**src/rtl/pool2_maxpool.sv**
```systemverilog
// rtl/pool2_maxpool.sv - 2x2 stride-2 max pooling of a raster single-channel map
// Pairs pixels horizontally, keeps even-row maxima in a half-width line buffer, emits on odd/odd.
module pool2_maxpool #(
   parameter int DATAWIDTH_BUS = 8,
   parameter int IN_W          = 8,
   parameter int IN_H          = 8
) (
   input  logic                     Pool2_CLK,
   input  logic                     Pool2_RESETn,
   input  logic                     Pool2_Start,
   input  logic                     Pool2_InValid,
   input  logic [DATAWIDTH_BUS-1:0] Pool2_InBUS,
   output logic                     Pool2_Busy,
   output logic                     Pool2_OutValid,
   output logic [DATAWIDTH_BUS-1:0] Pool2_OutBUS,
   output logic                     Pool2_Done
);

   localparam int CW = $clog2(IN_W);
   localparam int RW = $clog2(IN_H);
   localparam int HW = (IN_W / 2 > 1) ? $clog2(IN_W / 2) : 1;

   typedef enum logic [1:0] {
      S_IDLE,
      S_RUN,
      S_DONE
   } state_t;

   state_t                   state;
   logic [CW-1:0]            col;
   logic [RW-1:0]            row;
   logic [DATAWIDTH_BUS-1:0] pair;
   logic [DATAWIDTH_BUS-1:0] linebuf [IN_W/2];

   logic [HW-1:0]            lb_idx;
   logic [DATAWIDTH_BUS-1:0] lb_rd;
   logic [DATAWIDTH_BUS-1:0] hmax;
   logic [DATAWIDTH_BUS-1:0] vmax;
   logic                     last_col;
   logic                     last_row;

   assign lb_idx   = HW'(col >> 1);
   assign lb_rd    = linebuf[lb_idx];
   assign hmax     = (pair > Pool2_InBUS) ? pair : Pool2_InBUS;
   assign vmax     = (hmax > lb_rd) ? hmax : lb_rd;
   assign last_col = (col == CW'(IN_W - 1));
   assign last_row = (row == RW'(IN_H - 1));

   always_ff @(posedge Pool2_CLK or negedge Pool2_RESETn) begin
      if (!Pool2_RESETn) begin
         state          <= S_IDLE;
         col            <= '0;
         row            <= '0;
         pair           <= '0;
         Pool2_Busy     <= 1'b0;
         Pool2_OutValid <= 1'b0;
         Pool2_OutBUS   <= '0;
         Pool2_Done     <= 1'b0;
         for (int i = 0; i < IN_W / 2; i++) begin
            linebuf[i] <= '0;
         end
      end else begin
         Pool2_OutValid <= 1'b0;
         Pool2_Done     <= 1'b0;
         case (state)
            S_IDLE: begin
               if (Pool2_Start) begin
                  state      <= S_RUN;
                  col        <= '0;
                  row        <= '0;
                  Pool2_Busy <= 1'b1;
               end
            end
            S_RUN: begin
               if (Pool2_InValid) begin
                  if (!col[0]) begin
                     pair <= Pool2_InBUS;
                  end else if (!row[0]) begin
                     linebuf[lb_idx] <= hmax;
                  end else begin
                     Pool2_OutBUS   <= vmax;
                     Pool2_OutValid <= 1'b1;
                  end
                  if (last_col) begin
                     col <= '0;
                     row <= last_row ? '0 : row + RW'(1);
                  end else begin
                     col <= col + CW'(1);
                  end
                  // Done is registered so it lands with the final OutValid strobe
                  if (last_col && last_row) begin
                     state      <= S_DONE;
                     Pool2_Done <= 1'b1;
                  end
               end
            end
            S_DONE: begin
               state      <= S_IDLE;
               Pool2_Busy <= 1'b0;
            end
            default: begin
               state      <= S_IDLE;
               Pool2_Busy <= 1'b0;
            end
         endcase
      end
   end

endmodule

```
**config.mk**
```make
export PLATFORM = sky130hd
export DESIGN_NAME = pool2_maxpool
export DESIGN_NICKNAME = d
export VERILOG_FILES = /design/src/rtl/pool2_maxpool.sv
export SDC_FILE = /design/constraint.sdc
export NUM_CORES = 1
export LEC_CHECK = 0
export CAP_MARGIN = 20
export CORE_UTILIZATION = 38
export CTS_CLUSTER_DIAMETER = 200
export DETAILED_ROUTE_END_ITERATION = 8
export GPL_TIMING_DRIVEN = 0
export MAX_ROUTING_LAYER = met4
export SYNTH_ARGS = -nofsm -noshare
export SYNTH_HDL_FRONTEND = slang
export SYNTH_SLANG_ARGS = --single-unit
export TNS_END_PERCENT = 20
```
**constraint.sdc**
```tcl
create_clock -name Pool2_CLK -period 4.1 [get_ports Pool2_CLK]
set_input_delay 0.82 -clock Pool2_CLK [delete_from_list [all_inputs] [get_ports Pool2_CLK]]
set_output_delay 0.82 -clock Pool2_CLK [all_outputs]
set_load 0.01 [all_outputs]
```
==> flow_metrics.tcl <==
set metrics [dict create \
    status "complete, no violations" \
    setup_viol 0 \
    drt_first_iter_violations 107 \
    root_buffer "clkbuf_8" \
    grt_max_degree 41 \
    max_freq_mhz 253 \
    syn_inst 317 \
    fin_cells 466 \
    drive_gt1_share_pct 20.8 \
    die_x_um 94.0 \
    finalSetupTns_ps 0 \
    ys_seq_elements 59 \
    tritoncts "built" \
    path_delay_family "compound AO/OA/AOI/OAI gates" \
    yosysUniqueCellTypes 41 \
    max_slew.worst_pin.slew_ps 582 \
    finalCritPeriodShare_pct 96.3 \
    layout_min_cycle_time_ps 3950 \
    hp-class "in -> async" \
    gp_congestion 0.740 \
    fin_skew_ps 6.88 \
    arrival_ps 4170 \
    vias 2414 \
    syn_avg_cell_area_um2 10.2 \
    max_stage_delay_ps 490 \
    final_max_slew_viol_count 0 \
    crit_fanout 10 \
    drv_cap 0 \
    crit_type "in -> reg" \
    antenna_left 0 \
    final_util_pct 47.8 \
    r2r_slack_ps 760 \
    hold_buffers 0 \
    r2r_end "Pool2_OutBUS[5]" \
    antenna_found_initial 0 \
    fp.dieArea_mm2 0.00884 \
    track_usage_pct 18.9 \
    start_util_pct 39.2 \
    die_h_um 94.0 \
    ir_drop_uv 368 \
    critPathLaunchType "input port" \
    io_pins 23 \
    p_leak_nw 1.80 \
    io_buffers 22 \
    hold_viol_final 0 \
    synth_seq_area_share_pct 45.9 \
    syn2layout_area_growth_pct 22.1 \
    diodes 0 \
    ctsHtreeMaxLevel 3 \
    syn-num-nets 349 \
    worstRegToRegCells 16 \
    drc 0 \
    clock-sinks 59 \
    post-dp-hpwl_um 5120 \
    pre_cts_slack_ps -519 \
    path_buf_inv 5 \
    nets 388 \
    mostFrequentLayoutCell "dfrtp_1" \
    worstReg2RegStart "pair[1]" \
    grt_pass1_vias 2456 \
    worst_hold_slack_ps 441 \
    clk_pin_slew_ps 70 \
    critPathRequiredTime_ps 4320 \
    setup_ws_ps 153 \
    mostFrequentLayoutCells "59 x dfrtp_1, 32 x nor2_1, 30 x nand2_1" \
    cts_made_buffers 9 \
    grt_pass1_wl_um 12200 \
    dr.pass1.iters 4 \
    cpMaxStageDelayCell "clkdlybuf4s50_1" \
    wl_um 7180 \
    clock_path_buffers 2 \
    grt_overflow 0 \
    routedWlPerCell_um 15.4 \
    clkLatencyLatePin_ps 340 \
    maxSlewHeadroom_pct 60.1 \
    synth_warnings 0 \
    powerDensity_mw_per_mm2 916 \
    std_cell_rows 33 \
    core_area_mm2 0.00822 \
    cp_cell_sequence "clkdlybuf4s50_1 -> inv_1 -> ha_1 -> nor2b_1 -> o211a_1 -> o211ai_4 -> nand2_4 -> buf_12 -> a21oi_4 -> inv_1 -> ha_1 -> a211oi_2 -> nor2_2 -> or2_4 -> o21bai_4 -> buf_6 -> a21o_1 -> o21ai_0" \
    dp_cells 445 \
    vias_per_cell 5.18 \
    endpoint_kind "flop" \
    syn_area_mm2 0.00322 \
]
-- sequential cells by signal (all words and copies together), names as in the netlist --
register        flops
Pool2_Busy          1
Pool2_Done          1
Pool2_OutBUS        8
Pool2_OutValid      1
col                 3
linebuf            32
pair                8
row                 3
state               2
-- where the power goes --
group / internal, mW / switching, mW
Sequential: 0.855 / 0.187
Clock: 0.292 / 0.235
Combinational: 0.971 / 1.06
-- per-layer routing --
layer  up-vias  GRT usage (%)  part of all wire [%]
met5         -              -                     0
met4         0           7.05                  0.79
met3         8           2.91                   2.7
met2        30           28.3                    46
met1      1185           25.8                    50
li1       1191              -                     -
-- cell type report --
type	instances	area [µm²]
flip-flops and latches	59	1480
inverters	24	90.1
well taps	105	131
clock inverters	6	55.1
multi-input cells	220	1660
repair buffers	28	279
fillers	762	4290
clock buffers	10	138
plain buffers	14	96.3
-- through the flow --
| stage | instance area (µm²) | total power [mW] |
|---|---|---|
| floorplan | 3220 | 2.27 |
| CTS | 3820 | 3.37 |
| global placement | 3570 | 2.67 |
| finish | 3930 | 3.60 |
| global route | 3930 | 3.90 |
| detailed placement | 3580 | 2.73 |
-- cells in the mapped netlist --
| library cell | number | share of area [%] |
|---|---|---|
| o21ai_0 | 26 | 4.0 |
| and4_1 | 2 | 0.54 |
| a21oi_1 | 28 | 4.4 |
| mux2_2 | 11 | 3.8 |
| inv_1 | 24 | 2.8 |
| o32ai_1 | 1 | 0.27 |
| buf_4 | 2 | 0.47 |
| nor2_2 | 1 | 0.19 |
| ha_1 | 20 | 7.8 |
| nor2_1 | 33 | 3.8 |
| nand4_1 | 2 | 0.39 |
| a21o_1 | 7 | 1.6 |
| nand2_1 | 33 | 3.8 |
| a22o_1 | 3 | 0.82 |
| and3_1 | 4 | 0.78 |
| a2bb2oi_1 | 1 | 0.27 |
| buf_6 | 2 | 0.70 |
| o21ba_2 | 1 | 0.31 |
| and2b_2 | 1 | 0.27 |
| a211oi_1 | 5 | 1.2 |
| mux4_2 | 4 | 2.8 |
| nor4b_4 | 2 | 1.5 |
| mux2i_1 | 6 | 1.9 |
| clkbuf_1 | 5 | 0.58 |
| o211a_1 | 1 | 0.31 |
| nor4_1 | 1 | 0.19 |
| nand3_4 | 1 | 0.54 |
| nor4_4 | 1 | 0.66 |
| nand2_2 | 1 | 0.19 |
| o21bai_1 | 1 | 0.23 |
| nand2b_1 | 3 | 0.58 |
| nand3_1 | 3 | 0.47 |
| o211ai_2 | 1 | 0.39 |
| dfrtp_1 | 59 | 46 |
| o22ai_1 | 3 | 0.58 |
| or2_2 | 1 | 0.19 |
| buf_2 | 5 | 0.78 |
| a21oi_2 | 6 | 1.6 |
| a22oi_1 | 3 | 0.70 |
| mux2i_4 | 2 | 1.4 |
| nor2b_1 | 1 | 0.19 |
-- worst max path at each step --
stage | startpoint | to | cells past startpoint
floorplan | Pool2_InBUS[1] | Pool2_OutBUS[3] | 17
global placement | Pool2_InBUS[1] | Pool2_OutBUS[3] | 18
detailed placement | Pool2_InBUS[1] | Pool2_OutBUS[5] | 18
CTS | Pool2_InBUS[1] | Pool2_OutBUS[5] | 18
global route | Pool2_InBUS[1] | Pool2_OutBUS[1] | 16
finish | Pool2_InBUS[1] | Pool2_OutBUS[5] | 18
-- logic make-up (layout without fill, tap and decap cells) --
group	after synthesis	in the layout	share of synthesized area, %
AND/OR/NAND/NOR	90	90	14.4
AO/OA/AOI/OAI	87	87	16.7
flip-flops	59	59	45.9
buffers and inverters	38	82	5.33
multiplexers	23	23	9.91
adder cells (fa/ha/maj)	20	20	7.78
-- what timing repair did --
item / CTS / global route
cloned: 1 / 0
setup buffers: 1 / 3
pin swaps: 1 / 7
gates resized for setup: 10 / 21
setup endpoints to repair: 8 / 8
Note: power is estimated with default switching activity, not from simulation.
